[src/rtl/clint_multi_hart_if.sv]
// Register-port bundle between the LSU/AXI bridge (master) and the CLINT (slave).
// One access per cycle; read data and ack come back one cycle after sel.
interface clint_multi_hart_if #(
  parameter int DATA_WIDTH = 64
);
  logic [DATA_WIDTH-1:0]   clint_addr;
  logic [DATA_WIDTH-1:0]   clint_wdata;
  logic [DATA_WIDTH/8-1:0] clint_wstrb;
  logic                    clint_wen;
  logic                    clint_sel;
  logic [DATA_WIDTH-1:0]   clint_rdata;
  logic                    clint_ack;

  modport master (
    output clint_addr, clint_wdata, clint_wstrb, clint_wen, clint_sel,
    input  clint_rdata, clint_ack
  );

  modport slave (
    input  clint_addr, clint_wdata, clint_wstrb, clint_wen, clint_sel,
    output clint_rdata, clint_ack
  );
endinterface

[src/rtl/clint_multi_hart.sv]
// Multi-hart core-local interruptor: shared prescaled mtime, per-hart mtimecmp
// and msip, registered timer/software IRQ lines and a 1-cycle register port.
module clint_multi_hart #(
  parameter int          NUM_HARTS      = 2,
  parameter int          DATA_WIDTH     = 64,
  parameter int unsigned TICK_COUNT     = 32'h0000_0100,
  parameter int          PRESCALE_WIDTH = 32
) (
  input  logic                 clock,
  input  logic                 reset,
  clint_multi_hart_if.slave    bus,
  output logic [NUM_HARTS-1:0] clint_tirq,
  output logic [NUM_HARTS-1:0] clint_sirq
);

  localparam int NB = DATA_WIDTH / 8;

  function automatic logic [DATA_WIDTH-1:0] byte_merge(
    input logic [DATA_WIDTH-1:0] old_v,
    input logic [DATA_WIDTH-1:0] new_v,
    input logic [NB-1:0]         strb
  );
    logic [DATA_WIDTH-1:0] r;
    r = old_v;
    for (int i = 0; i < NB; i++) begin
      r[8*i +: 8] = strb[i] ? new_v[8*i +: 8] : old_v[8*i +: 8];
    end
    return r;
  endfunction

  logic [DATA_WIDTH-1:0]     mtime_q, mtime_d;
  logic [DATA_WIDTH-1:0]     mtimecmp_q [NUM_HARTS];
  logic [DATA_WIDTH-1:0]     mtimecmp_d [NUM_HARTS];
  logic [NUM_HARTS-1:0]      msip_q, msip_d;
  logic [NUM_HARTS-1:0]      tirq_q, tirq_d;
  logic [PRESCALE_WIDTH-1:0] prescale_q, prescale_d;
  logic [PRESCALE_WIDTH-1:0] cnt_q, cnt_d;
  logic [DATA_WIDTH-1:0]     rdata_q, rdata_d;
  logic                      ack_q, ack_d;

  logic [15:0]               off_s;
  logic                      wr_s, msip_hit_s, cmp_hit_s, presc_hit_s, mtime_hit_s;
  logic                      presc_wr_s, tick_s;
  logic [NUM_HARTS-1:0]      msip_sel_s, cmp_sel_s;
  logic [DATA_WIDTH-1:0]     rdval_s;
  logic                      unused_addr_s;

  assign unused_addr_s = ^bus.clint_addr[DATA_WIDTH-1:16];

  // Address decode and read-data mux; only the low 16 address bits select a register.
  always_comb begin
    off_s       = bus.clint_addr[15:0];
    wr_s        = bus.clint_sel & bus.clint_wen;
    msip_hit_s  = (off_s[15:6] == 10'd0) && (off_s[1:0] == 2'd0) &&
                  ({1'b0, off_s[5:2]} < 5'(NUM_HARTS));
    cmp_hit_s   = (off_s[15:7] == 9'h080) && (off_s[2:0] == 3'd0) &&
                  ({1'b0, off_s[6:3]} < 5'(NUM_HARTS));
    presc_hit_s = (off_s == 16'hbff0);
    mtime_hit_s = (off_s == 16'hbff8);
    rdval_s     = ({DATA_WIDTH{mtime_hit_s}} & mtime_q) |
                  ({DATA_WIDTH{presc_hit_s}} & DATA_WIDTH'(prescale_q));
    for (int h = 0; h < NUM_HARTS; h++) begin
      msip_sel_s[h] = msip_hit_s && (off_s[5:2] == 4'(h));
      cmp_sel_s[h]  = cmp_hit_s && (off_s[6:3] == 4'(h));
      rdval_s       = rdval_s | ({DATA_WIDTH{cmp_sel_s[h]}} & mtimecmp_q[h]) |
                      DATA_WIDTH'(msip_sel_s[h] & msip_q[h]);
    end
  end

  // Next-state: prescaler, mtime (a write beats a tick), per-hart registers and port outputs.
  always_comb begin
    presc_wr_s = wr_s & presc_hit_s;
    tick_s     = (cnt_q == prescale_q) && !presc_wr_s;
    cnt_d      = (presc_wr_s || (cnt_q == prescale_q)) ? '0 : cnt_q + PRESCALE_WIDTH'(1);
    for (int i = 0; i < PRESCALE_WIDTH / 8; i++) begin
      prescale_d[8*i +: 8] = (presc_wr_s && bus.clint_wstrb[i]) ?
                             bus.clint_wdata[8*i +: 8] : prescale_q[8*i +: 8];
    end
    if (wr_s && mtime_hit_s) begin
      mtime_d = byte_merge(mtime_q, bus.clint_wdata, bus.clint_wstrb);
    end else if (tick_s) begin
      mtime_d = mtime_q + DATA_WIDTH'(1);
    end else begin
      mtime_d = mtime_q;
    end
    for (int h = 0; h < NUM_HARTS; h++) begin
      mtimecmp_d[h] = (wr_s && cmp_sel_s[h]) ?
                      byte_merge(mtimecmp_q[h], bus.clint_wdata, bus.clint_wstrb) : mtimecmp_q[h];
      msip_d[h]     = (wr_s && msip_sel_s[h] && bus.clint_wstrb[0]) ? bus.clint_wdata[0] : msip_q[h];
      tirq_d[h]     = (mtime_q >= mtimecmp_q[h]);
    end
    rdata_d = bus.clint_sel ? rdval_s : rdata_q;
    ack_d   = bus.clint_sel;
  end

  // State registers, all cleared asynchronously; mtimecmp resets to all-ones to keep IRQs quiet.
  always_ff @(posedge clock or posedge reset) begin
    if (reset) begin
      mtime_q    <= '0;
      msip_q     <= '0;
      tirq_q     <= '0;
      prescale_q <= PRESCALE_WIDTH'(TICK_COUNT);
      cnt_q      <= '0;
      rdata_q    <= '0;
      ack_q      <= 1'b0;
      for (int h = 0; h < NUM_HARTS; h++) begin
        mtimecmp_q[h] <= '1;
      end
    end else begin
      mtime_q    <= mtime_d;
      msip_q     <= msip_d;
      tirq_q     <= tirq_d;
      prescale_q <= prescale_d;
      cnt_q      <= cnt_d;
      rdata_q    <= rdata_d;
      ack_q      <= ack_d;
      for (int h = 0; h < NUM_HARTS; h++) begin
        mtimecmp_q[h] <= mtimecmp_d[h];
      end
    end
  end

  assign bus.clint_rdata = rdata_q;
  assign bus.clint_ack   = ack_q;
  assign clint_tirq      = tirq_q;
  assign clint_sirq      = msip_q;

endmodule

[src/flat_wrapper.sv]
// flat-port wrapper written by rule: the top's interface ports become plain ports
module clint_multi_hart_flat 
#(
  parameter int          NUM_HARTS      = 2,
  parameter int          DATA_WIDTH     = 64,
  parameter int unsigned TICK_COUNT     = 32'h0000_0100,
  parameter int          PRESCALE_WIDTH = 32
)
  (clock, reset, clint_tirq, clint_sirq, bus_clint_addr, bus_clint_wdata, bus_clint_wstrb, bus_clint_wen, bus_clint_sel, bus_clint_rdata, bus_clint_ack);
  clint_multi_hart_if #(.DATA_WIDTH(DATA_WIDTH)) bus_i ();
  input  logic clock;
  input  logic reset;
  output logic [NUM_HARTS-1:0] clint_tirq;
  output logic [NUM_HARTS-1:0] clint_sirq;
  input wire logic [$bits(bus_i.clint_addr)-1:0] bus_clint_addr;
  input wire logic [$bits(bus_i.clint_wdata)-1:0] bus_clint_wdata;
  input wire logic [$bits(bus_i.clint_wstrb)-1:0] bus_clint_wstrb;
  input wire logic [$bits(bus_i.clint_wen)-1:0] bus_clint_wen;
  input wire logic [$bits(bus_i.clint_sel)-1:0] bus_clint_sel;
  output wire logic [$bits(bus_i.clint_rdata)-1:0] bus_clint_rdata;
  output wire logic [$bits(bus_i.clint_ack)-1:0] bus_clint_ack;
  assign bus_i.clint_addr = bus_clint_addr;
  assign bus_i.clint_wdata = bus_clint_wdata;
  assign bus_i.clint_wstrb = bus_clint_wstrb;
  assign bus_i.clint_wen = bus_clint_wen;
  assign bus_i.clint_sel = bus_clint_sel;
  assign bus_clint_rdata = bus_i.clint_rdata;
  assign bus_clint_ack = bus_i.clint_ack;
  clint_multi_hart #(.NUM_HARTS(NUM_HARTS), .DATA_WIDTH(DATA_WIDTH), .TICK_COUNT(TICK_COUNT), .PRESCALE_WIDTH(PRESCALE_WIDTH)) u_core (.clock(clock), .reset(reset), .bus(bus_i), .clint_tirq(clint_tirq), .clint_sirq(clint_sirq));
endmodule
[config.mk]
export PLATFORM = sky130hd
export DESIGN_NAME = clint_multi_hart_flat
export DESIGN_NICKNAME = d
export VERILOG_FILES = /design/src/rtl/clint_multi_hart_if.sv /design/src/rtl/clint_multi_hart.sv /design/src/flat_wrapper.sv
export SDC_FILE = /design/constraint.sdc
export NUM_CORES = 1
export LEC_CHECK = 0
export CAP_MARGIN = 40
export CORE_MARGIN = 10
export CORE_UTILIZATION = 45
export CTS_CLUSTER_SIZE = 40
export DETAILED_ROUTE_END_ITERATION = 12
export PLACE_DENSITY = 0.7
export SYNTH_ARGS = -nofsm -noshare
export SYNTH_HDL_FRONTEND = slang
export SYNTH_SLANG_ARGS = --single-unit
[constraint.sdc]
create_clock -name clock -period 15.8 [get_ports clock]
set_input_delay 4.74 -clock clock [delete_from_list [all_inputs] [get_ports clock]]
set_output_delay 4.74 -clock clock [all_outputs]
set_load 0.1 [all_outputs]
After elaboration in Yosys (flattened, before gate mapping)
Index checks and enable logic that the tools add are counted.
{"block": "word_totals", "out_inout_bits": 69, "elab_cells": 130, "reg_bits": 325, "in_bits": 140}
{"block": "op_classes", "reduce_logical": 52, "order_cmp": 4, "muxes": 11, "n_eq_ne": 14, "n_bitwise": 13, "n_addsub": 2}
{"operator": "$or A64 B64 Y64", "n": 5}
{"operator": "$and A64 B64 Y64", "n": 3}
{"operator": "$ge A64 B64 Y1", "n": 2}
{"operator": "$mux W64", "n": 2}
{"operator": "$add A64 B1 Y64 const B", "n": 1}
{"operator": "$and A64 B32 Y64", "n": 1}
{"operator": "$mux W8", "n": 8}
{"operator": "$reduce_and A2 Y1", "n": 24}
{"operator": "$add A32 B1 Y32 const B", "n": 1}
{"operator": "$eq A16 B16 Y1 const B", "n": 2}
{"operator": "$eq A32 B32 Y1", "n": 1}
{"operator": "$mux W32", "n": 1}
{"operator": "$logic_and A1 B1 Y1", "n": 20}
{"operator": "$ne A2 B2 Y1 const B", "n": 8}
{"operator": "$logic_not A10 Y1", "n": 1}
{"operator": "$eq A9 B8 Y1 const B", "n": 1}
{"operator": "$eq A4 B1 Y1 const B", "n": 2}
{"operator": "$logic_not A4 Y1", "n": 2}
{"operator": "$lt A4 B2 Y1 const B", "n": 2}
{"operator": "$and A1 B1 Y1", "n": 4}
{"operator": "$logic_not A3 Y1", "n": 1}
{"operator": "$logic_not A2 Y1", "n": 1}
{"operator": "$reduce_bool A2 Y1", "n": 1}
{"operator": "$logic_not A1 Y1", "n": 1}
{"operator": "$logic_or A1 B1 Y1", "n": 1}

Depth between registers and ports, before layout
Gate-level depths: netlist of the first run.
{"block": "depth", "depth_word": 9, "depth_mapped": 10, "mapped_depth_nobuf": 9}

Worst setup path before layout of the first run
Ideal clock, no wire load.
{"block": "synth_path", "path_kind": "in2reg", "start": "input port bus_clint_addr[0]", "end": "register u_core.mtime_q[50]", "t_required_ns": 15.679, "arrival_time_ns": 6.825, "setup_time_ns": 0.121, "n_path_buf": 3, "path_stages": 10, "setup_slack_ns": 8.854, "cell_sequence": "nand4bb_1 > or4_1 > clkbuf_1 > nor2_1 > and3b_1 > clkbuf_1 > clkbuf_1 > a21oi_1 > a21oi_1 > o22a_1"}
{"block": "synth_between", "elab_chain_len": 6, "word_cells_on_any_way": 10, "cone_classes": "eq/ne (3); mux (1); bitwise (1); reduce/logical (5)"}
{"element": "start, declared", "line": "flat_wrapper.sv:15", "rtl": "input wire logic [$bits(bus_i.clint_addr)-1:0] bus_clint_addr;"}
{"element": "$eq A16 B16 Y1", "line": "clint_multi_hart.sv:58", "rtl": "presc_hit_s = (off_s == 16'hbff0);"}
{"element": "$and A1 B1 Y1", "line": "clint_multi_hart.sv:72", "rtl": "presc_wr_s = wr_s & presc_hit_s;"}
{"element": "$logic_not A1 Y1", "line": "clint_multi_hart.sv:73", "rtl": "tick_s = (cnt_q == prescale_q) && !presc_wr_s;"}
{"element": "$logic_and A1 B1 Y1", "line": "clint_multi_hart.sv:73"}
{"element": "$reduce_bool A2 Y1 (no line)"}
{"element": "$reduce_and A2 Y1 (no line)"}
{"element": "end signal, assigned", "line": "clint_multi_hart.sv:110", "rtl": "mtime_q <= mtime_d;"}
{"element": "end, declared", "line": "clint_multi_hart.sv:31", "rtl": "logic [DATA_WIDTH-1:0] mtime_q, mtime_d;"}
Parallel ways exist; a longest one is shown, timed or not.
A chain may end at the register's enable or synchronous reset.

Worst setup path in the final report of the first run
{"block": "layout_path", "start": "input port bus_clint_addr[0]", "end": "register u_core.mtime_q[62]"}
The elaborated chain is that of the path after synthesis.

==> impl_metrics.toml, run 1 <==
[layout]
final_cell_mix = "sky130_fd_sc_hd__nand2_1 (199), sky130_fd_sc_hd__dfrtp_1 (196), sky130_fd_sc_hd__clkdlybuf4s50_1 (158), sky130_fd_sc_hd__mux2_2 (153), sky130_fd_sc_hd__inv_1 (141)"
layout-drive-gt1-share_pct = 21.64
synthesis_to_finish_area_growth_pct = 25.92
nFillCells = 3550
design.final.nets = 2418
most_common_cell_after_layout_fill_and_taps_aside = "sky130_fd_sc_hd__nand2_1"

[job]
max-cap-violations = 0

[clocking]
cts_setup_buffers = 0
clock-root-buffer = "sky130_fd_sc_hd__clkbuf_16"
tritoncts = "done"
cts_resized = 0
clock_sink_count = 325
cts_inserted_buffers = 38
clock_tree.htree_level_count = 2
cts.reportedPaths.clkPinSlew_ns = 0.06
postCtsHoldBufs = 0
insertion_delay_ns = 0.56
clockBufferDepth = 3

[synth]
warnings_from_yosys = 0
netlist_area_um2 = 19210
synth_enable_flop_cells = 0
async_reset_ff_share_pct = 100.0
yosys.area_share.xor_xnor_pct = 2.826
synth.net_count = 2214
synth_simple_gate_area_share_pct = 13.69
dominant_combinational_cell_family_by_area_after_synthesis = "compound AO/OA/AOI/OAI gates"
synth_compound_area_share_pct = 14.74
synth_area_per_cell_um2 = 9.884
synth.distinct_cells = 75
synth-seq-cells = 325
seq_area_frac_synth_pct = 43.17
post_synth_mux_area_share_pct = 12.52
synth_flop_cell = "sky130_fd_sc_hd__dfrtp_1"
synth-adder-area-share_pct = 8.465
postSynthCellCount = 1944

[drt]
drc = 0
wire_per_inst_um = 20.57
detail_route.wirelength_mm = 55.93
drt.antenna.violating_nets = 0
dr.pass1.iters = 6
dr_total_vias = 16003
drt-initial-drc-count = 1435
drt-vias-per-instance = 5.886

[floorplanning]
core_um2 = 42040
vertical_extent_of_the_die_um = 226.6
die_w_um = 226.6
num_io_pins = 209
core.rowCount = 75
initial_core_util_pct = 45.71
die_area_um2 = 51370

[setup_path]
critical_path.startpoint_type = "primary input"
path_cells = "clkdlybuf4s50_1 -> nand4bb_1 -> or4_1 -> buf_4 -> nor2_1 -> and3b_1 -> buf_4 -> a21oi_1 -> a21oi_1 -> o2bb2a_1"
timing.critical_path.slowest_cell_delay_ns = 0.54
setup.worst_path.end_class = "register"
timing.critical_path.arrival_ns = 8.14
critPathKind = "primary input to register"
cp_top_family = "simple AND/OR/NAND/NOR gates"
worst-path-buf-inv = 3
critical_path.slowest_cell = "sky130_fd_sc_hd__a21oi_1"
worstPathMaxFanout = 33
worstPathRequired_ns = 16.24

[worst_hold_path]
hold_path_class = "register to register"

[grt]
global_route_congestion_overflow_total = 0
antenna_violations_before_repair = 4
grt_start_max_net_pins = 117
grt_first_pass_wirelength_mm = 89.02
grt_overall_usage_pct = 21.63
number_of_global_route_vias_before_repair = 16105

[power]
clockPowerShare_pct = 42.7
finalPower_mw = 2.183
power_switching_uw = 619.2
power_density_nw_per_um2 = 90.24
switching_share_pct = 28.36
internal_power_mw = 1.564
power.combinational.fraction_pct = 16.7
ir_drop_v = 0.00009452
seq_power_share_pct = 40.6
leakage_nw = 10.37

[timing]
worst_slew_margin_rel_pct = 41.17
finClkSkew_ns = 0.01911
final_hold_violation_count = 0
drv_slew = 0
period_needed_ns = 7.695
period_share_pct = 48.70
max_freq_ghz = 0.1300
grt_setup_unrepaired = "no"
final_setup_violations = 0
setup_tns_ns = 0
tightest_slew_ns = 0.8713

[status]
run_status = "completed"

[place]
place.detailed.hpwl_mm = 41.08
io_buffers = 160
routabilityCongestion = 0.9102
[state kept, by name (all words and copies together) (netlist names)]
name,cells
u_core.clint_sirq,2
u_core.mtime_q,64
u_core.clint_tirq,2
u_core.bus.clint_rdata,64
u_core.cnt_q,32
u_core.prescale_q,32
u_core.mtimecmp_q,128
u_core.bus.clint_ack,1
[per-layer routing]
metal | global-route usage (%) | wire, um
met1 | 26.98 | 23180
met2 | 36.87 | 27520
met3 | 3.928 | 3581
met4 | 7.531 | 1618
met5 | 0 | 21
[stage by stage]
step                cell area (um2)  setup slack, ns  utilization, %  cells  hold slack, ns
floorplan                     19210            2.275               -   1944          0.4529
global route                  24190            7.987           57.54   2717          0.4938
finish                        24200            8.105           57.55   2719          0.4732
detailed placement            22870            7.591           54.40   2646          0.4663
CTS                           24180            8.170           57.52   2715          0.4785
global placement              21280            7.545           50.63   2568          0.4618
[synthesized netlist by cell type, drive strengths merged, types with 37 or more instances]
cell / instances / area share (%)
mux2: 154 / 9.0
o21ai: 61 / 1.6
nand4: 63 / 2.1
dfrtp: 196 / 26
xnor2: 40 / 1.8
nor2: 127 / 2.5
a41oi: 37 / 1.7
mux2i: 67 / 3.5
nand3: 54 / 1.4
dfstp: 129 / 18
inv: 142 / 2.8
nand2: 199 / 3.9
ha: 130 / 8.5
a21oi: 130 / 3.4
a21o: 48 / 1.9
clkbuf: 79 / 1.5
[power by group through the flow]
stage          registers (mW)  clock network, mW  logic (mW)
3_5_place_dp            0.900                  0       0.363
6_report                0.887              0.932       0.364
5_1_grt                 0.891              0.983       0.386
4_1_cts                 0.886              0.951       0.365
2_1_floorplan           0.974                  0       0.121
3_3_place_gp            0.899                  0       0.300
[cells by family after synthesis]
group,count (synthesis)
buffers and inverters,232
AO/OA/AOI/OAI,428
adder cells (fa/ha/maj),130
flip-flops,325
multiplexers,221
AND/OR/NAND/NOR,546
XOR/XNOR,62
[final cells by class]
cell class                 instances  area, um2  area share [%]
multi-input combinational       1387      10070           41.62
sequential                       325       8294           34.28
inverter                         143      544.3           2.249
antenna                            3      7.507         0.03103
clock inverter                    15      182.7          0.7550
tap                              539      674.4           2.787
timing repair buffer             253       3291           13.60
clock buffer                      54       1132           4.680
[worst paths after layout]
check	from	endpoint	slack [ns]	depth (start not counted)
worst max-delay path	bus_clint_addr[0]	u_core.mtime_q[62]	8.11	10
worst min-delay path	u_core.bus.clint_rdata[9]	u_core.bus.clint_rdata[9]	0.47	1
worst max register to register	u_core.mtime_q[0]	u_core.clint_tirq[0]	12.47	9
worst min register to register	u_core.bus.clint_rdata[9]	u_core.bus.clint_rdata[9]	0.47	1
max in group asynchronous	reset	u_core.mtimecmp_q[117]	9.12	6
min in group asynchronous	reset	u_core.bus.clint_rdata[38]	4.74	2
No activity file was read; power rests on OpenSTA's default activity.
==> inputs of run 2 (changes only) <==
Clock period 15.8 ns to 7.9 ns, I/O delays scaled along.
==> impl_metrics.toml, run 2 (same netlist as run 1, synthesis figures left out) <==
[floorplanning]
initial_core_util_pct = 45.71
vertical_extent_of_the_die_um = 226.6
die_w_um = 226.6
core.rowCount = 75
die_area_um2 = 51370
core_um2 = 42040
num_io_pins = 209

[layout]
final_cell_mix = "sky130_fd_sc_hd__nand2_1 (199), sky130_fd_sc_hd__dfrtp_1 (196), sky130_fd_sc_hd__clkdlybuf4s50_1 (158), sky130_fd_sc_hd__mux2_2 (153), sky130_fd_sc_hd__inv_1 (141)"
layout-drive-gt1-share_pct = 21.55
synthesis_to_finish_area_growth_pct = 25.61
most_common_cell_after_layout_fill_and_taps_aside = "sky130_fd_sc_hd__nand2_1"
design.final.nets = 2418
finalInstanceArea_um2 = 24140
max_ffs_per_register = 128
largest_register = "u_core.mtimecmp_q"
final_util_pct = 57.41

[clocking]
clock_sink_count = 325
clock-root-buffer = "sky130_fd_sc_hd__clkbuf_16"
cts_setup_buffers = 0
clockBufferDepth = 3
cts_resized = 0
postCtsHoldBufs = 0
cts_inserted_buffers = 38
clock_tree.htree_level_count = 2
insertion_delay_ns = 0.56
tritoncts = "done"
cts.reportedPaths.clkPinSlew_ns = 0.06

[power]
ir_drop_v = 0.0001656
leakage_nw = 10.32
power_density_nw_per_um2 = 177.4
finalPower_mw = 4.283

[timing]
grt_setup_unrepaired = "no"
max_freq_ghz = 0.1732
period_share_pct = 73.08
period_needed_ns = 5.774
final_setup_violations = 0
tightest_slew_ns = 0.9294
final_hold_violation_count = 0
worst_slew_margin_rel_pct = 38.04
setup_tns_ns = 0
drv_slew = 0
final_ws_setup_ns = 2.126
finClkSkew_ns = 0.02405

[drt]
drc = 0
dr.pass1.iters = 5
detail_route.wirelength_mm = 56.01
drt-vias-per-instance = 5.887
dr_total_vias = 15995
wire_per_inst_um = 20.62
drt.antenna.violating_nets = 0
drt-initial-drc-count = 1398

[setup_path]
timing.critical_path.slowest_cell_delay_ns = 0.96
worstPathRequired_ns = 8.35
path_cells = "clkdlybuf4s50_1 -> nand4bb_1 -> or4_1 -> buf_4 -> nor3_4 -> buf_4 -> nand2_1 -> o21ai_1 -> a31oi_1 -> a31o_1"
critical_path.slowest_cell = "sky130_fd_sc_hd__or4_1"
critical_path.startpoint_type = "primary input"
worst-path-buf-inv = 3
cp_top_family = "simple AND/OR/NAND/NOR gates"
worstPathMaxFanout = 22
timing.critical_path.arrival_ns = 6.22
setup.worst_path.end_class = "register"
crit_path_frequent_cell = "sky130_fd_sc_hd__buf_4"
critPathKind = "primary input to register"

[grt]
global_route_congestion_overflow_total = 0
grt_first_pass_wirelength_mm = 90.02
grt_start_max_net_pins = 137
top_usage_layer = "met2"
grt_use_met2_pct = 37.39
antenna_violations_before_repair = 2
gr-usage-met1_pct = 27.14
grt_overall_usage_pct = 21.79
grtUsageMet3_pct = 4.432
number_of_global_route_vias_before_repair = 16351

[place]
place.detailed.hpwl_mm = 41.40
io_buffers = 160
routabilityCongestion = 0.9017
pre_cts_ws_ns = 1.629
placed_cell_area_um2 = 22870

[job]
max-cap-violations = 0

[status]
run_status = "completed"

[worst_hold_path]
hold_path_class = "register to register"
[run 2: layout make-up]
class,count,area [um2]
antenna,2,5.005
multi-input combinational,1387,10070
clock inverter,14,131.4
tap,539,674.4
clock buffer,54,1132
sequential,325,8294
fill,3577,17900
inverter,143,540.5
timing repair buffer,253,3288
[run 2: per-layer routing]
metal,wire (um),vias up
met3,3439,110
met1,23290,7977
met2,27880,464
li1,-,7440
met5,19,-
met4,1377,4
[run 2: where the power goes]
part	total, mW	internal [mW]	switching [mW]
Combinational	0.718	0.282	0.437
Sequential	1.77	1.71	0.0606
Clock	1.79	1.06	0.726
Total	4.28	3.06	1.22
[run 2: worst reg2reg max path: cells and delay by family, from the launching register on]
kind,cells,cell delay [ns]
and+or+nand+nor,5,2.36
DFF,1,0.54
AOI/OAI and AO/OA,2,0.33
[run 2: worst paths after layout]
kind	from	to	slack [ns]	depth (start not counted)
worst max-delay path	bus_clint_addr[0]	u_core.mtime_q[45]	2.13	10
worst min-delay path	u_core.bus.clint_rdata[25]	u_core.bus.clint_rdata[25]	0.48	1
worst max register to register	u_core.mtime_q[8]	u_core.mtime_q[53]	4.55	7
worst min register to register	u_core.bus.clint_rdata[25]	u_core.bus.clint_rdata[25]	0.48	1
max in group asynchronous	reset	u_core.prescale_q[7]	4.52	3
min in group asynchronous	reset	u_core.mtime_q[38]	2.19	2
[run 2: metrics by stage]
step           hold slack [ns]  std cells
2_1_floorplan           0.4529       1944
3_3_place_gp            0.4618       2569
3_5_place_dp            0.4663       2647
4_1_cts                 0.4780       2715
5_1_grt                 0.4886       2715
6_report                0.4762       2717
==> inputs of run 3 (changes only) <==
Settings changed: PLACE_DENSITY 0.7 to 0.72.
Clock period 7.9 ns to 4.75 ns, I/O delays scaled along.
==> impl_metrics.toml, run 3 (same netlist as run 1, synthesis figures left out) <==
[floorplanning]
initial_core_util_pct = 45.71
die_w_um = 226.6
core_um2 = 42040
vertical_extent_of_the_die_um = 226.6
core.rowCount = 75
die_area_um2 = 51370
num_io_pins = 209

[drt]
dr_total_vias = 16102
wire_per_inst_um = 20.59
drt.antenna.violating_nets = 0
dr.pass1.iters = 5
drt-vias-per-instance = 5.894
drt-initial-drc-count = 1479
detail_route.wirelength_mm = 56.26
drc = 0

[setup_path]
critical_path.slowest_cell = "sky130_fd_sc_hd__or4_1"
critPathKind = "primary input to register"
setup.worst_path.end_class = "register"
path_cells = "clkdlybuf4s50_1 -> nand4bb_1 -> or4_1 -> buf_4 -> or3_4 -> buf_4 -> nor2_1 -> a41oi_1 -> o22a_1"
crit_path_frequent_cell = "sky130_fd_sc_hd__buf_4"
timing.critical_path.slowest_cell_delay_ns = 0.64
timing.critical_path.arrival_ns = 4.26
worstPathMaxFanout = 53
worstPathRequired_ns = 5.18
critical_path.startpoint_type = "primary input"
regToRegSetupSlack_ns = 1.39

[clocking]
clock_sink_count = 325
insertion_delay_ns = 0.56
postCtsHoldBufs = 0
clock-root-buffer = "sky130_fd_sc_hd__clkbuf_16"
clockBufferDepth = 3
cts_inserted_buffers = 38
cts_setup_buffers = 0
clock_tree.htree_level_count = 2
cts_resized = 0
cts.reportedPaths.clkPinSlew_ns = 0.06
tritoncts = "done"

[timing]
final_hold_violation_count = 0
final_setup_violations = 0
finClkSkew_ns = 0.01764
worst_slew_margin_rel_pct = 39.55
grt_setup_unrepaired = "no"
tightest_slew_ns = 0.8954
fin_worst_hold_slack_ns = 0.4733
period_needed_ns = 3.830
setup_tns_ns = 0
drv_slew = 0
max_freq_ghz = 0.2611
period_share_pct = 80.62

[layout]
most_common_cell_after_layout_fill_and_taps_aside = "sky130_fd_sc_hd__nand2_1"
max_ffs_per_register = 128
layoutNonFillerInstCount = 2732
finalInstanceArea_um2 = 24210
design.final.nets = 2432
synthesis_to_finish_area_growth_pct = 25.98
layout-drive-gt1-share_pct = 21.95
largest_register = "u_core.mtimecmp_q"
final_cell_mix = "sky130_fd_sc_hd__nand2_1 (199), sky130_fd_sc_hd__dfrtp_1 (196), sky130_fd_sc_hd__clkdlybuf4s50_1 (158), sky130_fd_sc_hd__mux2_2 (153), sky130_fd_sc_hd__inv_1 (141)"

[place]
routabilityCongestion = 0.8756
placed_cell_area_um2 = 22960
io_buffers = 160
placed_cells_incl_taps = 2661
place.detailed.hpwl_mm = 41.14

[power]
power_density_nw_per_um2 = 293.7
leakage_nw = 10.39
ir_drop_v = 0.0002766

[grt]
number_of_global_route_vias_before_repair = 16333
antenna_violations_before_repair = 4
grt_first_pass_wirelength_mm = 89.71
grt_overall_usage_pct = 21.85
grt_start_max_net_pins = 91
global_route_congestion_overflow_total = 0

[worst_hold_path]
hold_path_class = "register to register"

[status]
run_status = "completed"

[job]
max-cap-violations = 0
## run 3: where the power goes
group | internal, mW | switching [mW]
clock network | 1.74 | 1.19
logic | 0.485 | 0.741
registers | 2.85 | 0.102
total | 5.07 | 2.04
## run 3: worst paths after layout
| kind | from | end | cells after the start |
|---|---|---|---|
| max in group asynchronous | reset | u_core.mtimecmp_q[17] | 3 |
| max reg2reg | u_core.mtime_q[0] | u_core.clint_tirq[0] | 9 |
| min in group asynchronous | reset | u_core.bus.clint_rdata[40] | 2 |
| max | bus_clint_addr[0] | u_core.mtime_q[42] | 9 |
| min | u_core.bus.clint_rdata[7] | u_core.bus.clint_rdata[7] | 1 |
| min reg2reg | u_core.bus.clint_rdata[7] | u_core.bus.clint_rdata[7] | 1 |
## run 3: per-layer routing
| metal | vias to the layer above | track usage [%] | part of all wire (%) |
|---|---|---|---|
| li1 | 7482 | - | - |
| met1 | 7940 | 27.25 | 42 |
| met4 | 4 | 8.721 | 3.4 |
| met2 | 541 | 36.86 | 49 |
| met3 | 135 | 3.798 | 6.3 |
| met5 | - | 0 | 0.048 |
## run 3: cell type report
| type | count | area [um2] |
|---|---|---|
| antenna | 2 | 5.005 |
| clock buffer | 59 | 1161 |
| clock inverter | 10 | 82.58 |
| fill | 3495 | 17830 |
| inverter | 143 | 540.5 |
| multi-input combinational | 1387 | 10050 |
| sequential | 325 | 8294 |
| tap | 539 | 674.4 |
| timing repair buffer | 267 | 3393 |
## run 3: metrics by stage
step                      util, %  setup WS (ns)  total power [mW]
after floorplan                 -        -0.9064             3.643
after global placement      51.11         0.4184             3.996
after CTS                   57.57         0.9581             7.161
after global routing        57.57         0.8451             7.357
after detailed placement    54.61         0.4001             4.211
final                       57.58         0.9205             7.109
## run 3: critical path: cells and delay by family
kind / cells / cell delay [ns]
compound gates: 2 / 0.28
buf+inv: 3 / 0.99
simple gates: 4 / 1.56
